### config.mk
export PLATFORM = sky130hd
export DESIGN_NAME = amiga_clk_ce_gen_flat
export DESIGN_NICKNAME = d
export VERILOG_FILES = /design/src/rtl/amiga_clk_ce_gen_if.sv /design/src/rtl/amiga_clk_ce_gen.sv /design/src/flat_wrapper.sv
export SDC_FILE = /design/constraint.sdc
export NUM_CORES = 1
export LEC_CHECK = 0
export CORE_ASPECT_RATIO = 1.4
export CORE_MARGIN = 10
export CORE_UTILIZATION = 30
export DETAILED_ROUTE_END_ITERATION = 10
export GPL_TIMING_DRIVEN = 0
export SYNTH_ARGS = -nofsm -noshare
export SYNTH_HDL_FRONTEND = slang
export SYNTH_SLANG_ARGS = --single-unit
### constraint.sdc
create_clock -name clk -period 3.96 [get_ports clk]
set_clock_uncertainty 0.15 [all_clocks]
set_input_delay 0.594 -clock clk [delete_from_list [all_inputs] [get_ports clk]]
set_output_delay 0.594 -clock clk [all_outputs]
set_load 0.05 [all_outputs]
### src/rtl/amiga_clk_ce_gen_if.sv
// Bus for amiga_clk_ce_gen: PLL lock in, per-channel divider programming,
// clock-enable / divided-clock / reset outputs.
interface amiga_clk_ce_gen_if #(
    parameter int NCH  = 4,
    parameter int DIVW = 8
);
    logic                pll_locked;
    logic [NCH*DIVW-1:0] div;
    logic [NCH*DIVW-1:0] phase;
    logic [NCH-1:0]      en_mask;
    logic [NCH-1:0]      ce_out;
    logic [NCH-1:0]      clk_out;
    logic                sys_reset;
    logic                ready;

    modport master (
        output pll_locked, div, phase, en_mask,
        input  ce_out, clk_out, sys_reset, ready
    );
    modport slave (
        input  pll_locked, div, phase, en_mask,
        output ce_out, clk_out, sys_reset, ready
    );
endinterface

### src/rtl/amiga_clk_ce_gen.sv
// Lock-qualified reset sequencer plus NCH phase-aligned programmable
// clock-enable channels for the 28 MHz Amiga system clock domain.
module amiga_clk_ce_chan #(
    parameter int DIVW = 8
) (
    input  logic            clk,
    input  logic            reset,
    input  logic            run,
    input  logic [DIVW-1:0] div,
    input  logic [DIVW-1:0] phase,
    input  logic            en,
    output logic            ce,
    output logic            clk_div
);
    logic [DIVW-1:0] cnt;
    logic [DIVW-1:0] div_sh;
    logic [DIVW-1:0] phase_sh;
    logic            wrap;

    assign wrap = (cnt == div_sh);

    // Shadows only move at a period boundary, so cnt never exceeds div_sh
    // and a reprogram cannot produce a runt period.
    always_ff @(posedge clk) begin
        if (reset) begin
            cnt      <= '0;
            div_sh   <= '0;
            phase_sh <= '0;
            ce       <= 1'b0;
            clk_div  <= 1'b0;
        end else begin
            if (!run || wrap) begin
                div_sh   <= div;
                phase_sh <= phase;
            end
            cnt     <= (!run || wrap) ? '0 : cnt + DIVW'(1);
            ce      <= run && en && (cnt == phase_sh);
            clk_div <= run && en && (cnt <= (div_sh >> 1));
        end
    end
endmodule

module amiga_clk_ce_gen #(
    parameter int NCH         = 4,
    parameter int DIVW        = 8,
    parameter int RST_HOLD    = 1024,
    parameter int SYNC_STAGES = 2
) (
    input logic               clk,
    input logic               reset,
    amiga_clk_ce_gen_if.slave bus
);
    localparam int HW = (RST_HOLD > 2) ? $clog2(RST_HOLD - 1) : 1;
    localparam logic [HW-1:0] HOLD_LAST = HW'((RST_HOLD >= 2) ? RST_HOLD - 2 : 0);

    typedef enum logic [1:0] {WAIT_LOCK, HOLD, RUN} state_t;

    state_t                      state;
    logic [HW-1:0]               hold_cnt;
    logic [SYNC_STAGES-1:0]      lock_pipe;
    logic                        lock_s;
    logic                        sys_reset_q;
    logic                        ready_q;
    logic                        run;
    logic [NCH-1:0][DIVW-1:0]    div_a;
    logic [NCH-1:0][DIVW-1:0]    phase_a;
    logic [NCH-1:0]              ce_q;
    logic [NCH-1:0]              clk_q;

    always_ff @(posedge clk) begin
        if (reset) lock_pipe <= '0;
        else       lock_pipe <= {lock_pipe[SYNC_STAGES-2:0], bus.pll_locked};
    end
    assign lock_s = lock_pipe[SYNC_STAGES-1];

    // HOLD exits after RST_HOLD-1 cycles so RUN starts RST_HOLD cycles after lock_s.
    always_ff @(posedge clk) begin
        if (reset) begin
            state       <= WAIT_LOCK;
            hold_cnt    <= '0;
            sys_reset_q <= 1'b1;
            ready_q     <= 1'b0;
        end else begin
            case (state)
                WAIT_LOCK: if (lock_s) begin
                    hold_cnt <= '0;
                    if (RST_HOLD == 1) begin
                        state       <= RUN;
                        sys_reset_q <= 1'b0;
                        ready_q     <= 1'b1;
                    end else begin
                        state <= HOLD;
                    end
                end
                HOLD: if (!lock_s) begin
                    state <= WAIT_LOCK;
                end else if (hold_cnt == HOLD_LAST) begin
                    state       <= RUN;
                    sys_reset_q <= 1'b0;
                    ready_q     <= 1'b1;
                end else begin
                    hold_cnt <= hold_cnt + HW'(1);
                end
                RUN: if (!lock_s) begin
                    state       <= WAIT_LOCK;
                    sys_reset_q <= 1'b1;
                    ready_q     <= 1'b0;
                end
                default: begin
                    state       <= WAIT_LOCK;
                    sys_reset_q <= 1'b1;
                    ready_q     <= 1'b0;
                end
            endcase
        end
    end

    // Qualifying with lock_s silences the channels on the same edge the FSM leaves RUN.
    assign run     = (state == RUN) && lock_s;
    assign div_a   = bus.div;
    assign phase_a = bus.phase;

    for (genvar i = 0; i < NCH; i++) begin : g_ch
        amiga_clk_ce_chan #(.DIVW(DIVW)) u_ch (
            .clk     (clk),
            .reset   (reset),
            .run     (run),
            .div     (div_a[i]),
            .phase   (phase_a[i]),
            .en      (bus.en_mask[i]),
            .ce      (ce_q[i]),
            .clk_div (clk_q[i])
        );
    end

    assign bus.ce_out    = ce_q;
    assign bus.clk_out   = clk_q;
    assign bus.sys_reset = sys_reset_q;
    assign bus.ready     = ready_q;
endmodule

### src/flat_wrapper.sv
// flat-port wrapper written by rule: the top's interface ports become plain ports
module amiga_clk_ce_gen_flat 
#(
    parameter int NCH         = 4,
    parameter int DIVW        = 8,
    parameter int RST_HOLD    = 1024,
    parameter int SYNC_STAGES = 2
)
  (clk, reset, bus_pll_locked, bus_div, bus_phase, bus_en_mask, bus_ce_out, bus_clk_out, bus_sys_reset, bus_ready);
  amiga_clk_ce_gen_if #(.NCH(NCH), .DIVW(DIVW)) bus_i ();
  input logic clk;
  input logic reset;
  input wire logic [$bits(bus_i.pll_locked)-1:0] bus_pll_locked;
  input wire logic [$bits(bus_i.div)-1:0] bus_div;
  input wire logic [$bits(bus_i.phase)-1:0] bus_phase;
  input wire logic [$bits(bus_i.en_mask)-1:0] bus_en_mask;
  output wire logic [$bits(bus_i.ce_out)-1:0] bus_ce_out;
  output wire logic [$bits(bus_i.clk_out)-1:0] bus_clk_out;
  output wire logic [$bits(bus_i.sys_reset)-1:0] bus_sys_reset;
  output wire logic [$bits(bus_i.ready)-1:0] bus_ready;
  assign bus_i.pll_locked = bus_pll_locked;
  assign bus_i.div = bus_div;
  assign bus_i.phase = bus_phase;
  assign bus_i.en_mask = bus_en_mask;
  assign bus_ce_out = bus_i.ce_out;
  assign bus_clk_out = bus_i.clk_out;
  assign bus_sys_reset = bus_i.sys_reset;
  assign bus_ready = bus_i.ready;
  amiga_clk_ce_gen #(.NCH(NCH), .DIVW(DIVW), .RST_HOLD(RST_HOLD), .SYNC_STAGES(SYNC_STAGES)) u_core (.clk(clk), .reset(reset), .bus(bus_i));
endmodule
==> metrics.cfg <==
[synth]
yosysSeqAreaShare_pct=38.4
synth_nets=807
ys.flop_type=dfxtp_1
ys_warn_count=0
syn_area_um2=6260
syn_area_per_cell_um2=8.92
synth_edf_count=0
async_reset_ff_share_pct=0
synth-seq-cells=120
synth_cell_types=42
synthCells=702

[clocking]
clk_pin_slew_ns=0.05
postCtsHoldBufs=0
cts_buffer_depth=2
cts_resized=0
h-tree-depth=4
clock_sinks=120
cts_setup_buffers=0
cts_buffers=17
cts_tree=yes
root_buffer=clkbuf_16
clk_latency_ns=0.42

[global_route]
grt_start_max_net_pins=17
grt_usage_pct=12.3
grt_pass1_vias=5343
grt_pass1_wl_um=26400
grt_overflow=0
grt_antenna_before_repair=0

[worst_setup_path]
crit_path_start_kind=input port
end_kind=register
required_ns=4.16
worstPathMaxFanout=10
crit_type=in -> reg
ff2ff_setup_slack_ns=1.77
reg2reg_from=u_core.state[1]
r2r_cells=4
r2r_end=u_core.g_ch[0].u_ch.ce
critPathArrivalTime_ns=2.77

[die]
die_w_um=142
coreArea_um2=20600
ioPinCount=81
rows=62
die_height_um=191
die-area_um2=27100
start_util_pct=30.5

[detailed_routing]
vias=5004
wl_um=16200
wl_per_cell_um=15.1
antenna_left=0
post-route-drc-count=0
vias_per_cell=4.68
drtIter0Drc=200
drt-pass1-iter-count=4

[finish]
utilization_pct=39.0
fill_cells=2043
seq_area_um2=2400
final_common_cell=nand2_1
fin_nets=906
antenna_cells=0
multi_input_area_um2=3490
syn_to_final_growth_pct=28.2
drive_gt1_share_pct=6.63
mostFrequentLayoutCells=nand2_1 (137), dfxtp_1 (120), clkdlybuf4s50_1 (80)
final_cell_count_no_fill=1070

[sta]
rsz0062_at_grt=no
finalHoldViolCount=0
finalCritPeriodShare_pct=65.0
setup_violations=0
slew_violations=0
setup_tns_ns=0
clock.fmax_mhz=389
relSlewSlack_pct=54.7
worstMarginPinSlew_ns=0.678
period_needed_ns=2.57

[placement]
hpwlAfterDp_um=12300
place_inst=1038
place.gp.congestion=0.836
io_buffers=80

[worst_hold_path]
min_from=u_core.lock_pipe[0]
min_path_cells=1
whs_endpoint=u_core.lock_pipe[1]
hold_class=reg -> reg

[power]
powerDensity_nw_per_um2=396
power.total_mw=3.18
ir_worst_vdd_mv=0.300
p_leak_nw=3.36

[run]
max-cap-violations=0

[status]
status=finished, final reports clean

cells in the mapped netlist (4+ instances only):
cell	n	area, um2
a21oi_1	17	85.1
a221o_1	4	40.0
buf_2	10	50.1
nor4_1	8	50.1
nand3_1	24	120
xnor2_1	51	447
buf_4	11	82.6
dfxtp_1	120	2400
xor2_1	37	324
nor2b_1	6	37.5
and3_1	47	294
nor3_1	7	35.0
nor2_1	6	22.5
nand4_1	9	56.3
inv_1	36	135
a2111o_1	4	45.0
a21o_1	4	30.0
ha_1	34	425
mux2i_1	65	651
a31oi_1	6	37.5
and4b_1	4	40.0
o21ai_0	4	20.0
nand2_1	137	514
clkbuf_1	23	86.3
area by class of cell:
type / count / share of cell area (%)
Multi-Input combinational cell: 501 / 43.5
Buffer: 45 / 2.87
Clock buffer: 24 / 6.25
Tap cell: 256 / 3.99
Sequential cell: 120 / 29.9
Timing Repair Buffer: 80 / 9.98
Clock inverter: 8 / 1.75
Inverter: 36 / 1.68
how the worst max path moves through the flow:
| stage | start | end | depth (start not counted) |
|---|---|---|---|
| 6_report | reset | u_core.g_ch[3].u_ch.phase_sh[7] | 7 |
| 5_1_grt | reset | u_core.g_ch[0].u_ch.phase_sh[7] | 7 |
| 4_1_cts | reset | u_core.g_ch[0].u_ch.phase_sh[7] | 7 |
| 3_5_place_dp | reset | u_core.g_ch[0].u_ch.div_sh[4] | 7 |
| 3_3_place_gp | reset | u_core.g_ch[0].u_ch.div_sh[4] | 7 |
| 2_1_floorplan | u_core.hold_cnt[0] | u_core.hold_cnt[6] | 6 |
per-stage QoR:
stage	setup WS (ns)	instance area [um2]	hold slack (ns)
2_1_floorplan	1.98	6260	0.264
3_3_place_gp	0.898	7380	0.282
3_5_place_dp	0.874	7380	0.279
4_1_cts	1.31	8020	0.292
5_1_grt	1.09	8020	0.316
6_report	1.39	8020	0.289
metal layers:
metal	up-vias	part of all wire, %	GRT usage (%)
met5	-	0	0
met4	0	3.0	6.70
met2	101	51	21.5
met1	2291	41	13.3
li1	2578	-	-
met3	34	4.8	3.13
registers in the layout, indices dropped and copies added, names as in the netlist:
signal,cells
u_core.g_ch.u_ch.cnt,32
u_core.g_ch.u_ch.div_sh,32
u_core.g_ch.u_ch.phase_sh,32
u_core.hold_cnt,10
u_core.g_ch.u_ch.ce,4
u_core.g_ch.u_ch.clk_div,4
u_core.lock_pipe,2
u_core.state,2
u_core.bus.ready,1
u_core.bus.sys_reset,1
where the power goes:
part	leakage, nW	internal, mW	switching (mW)
clock network	0.320	1.13	0.539
registers	0.985	1.25	0.0311
logic	2.06	0.129	0.101
critical path: stages:
cell             delay (ns)
clkdlybuf4s50_1        0.54
inv_1                  0.12
clkbuf_1               0.29
clkbuf_1               0.46
clkbuf_1               0.52
nand2_1                0.12
mux2i_1                0.13
cell families (layout without fill, tap and decap cells):
group	Yosys count	count (layout)	share of synthesized area, %
and+or+nand+nor	262	262	20.4
muxes	65	65	10.4
DFF	120	120	38.4
buffers and inverters	81	193	5.84
adders and majority gates	34	34	6.80
xor gates and xnor gates	88	88	12.3
AOI/OAI and AO/OA	52	52	5.90
Note: power is estimated with default switching activity, not from simulation.
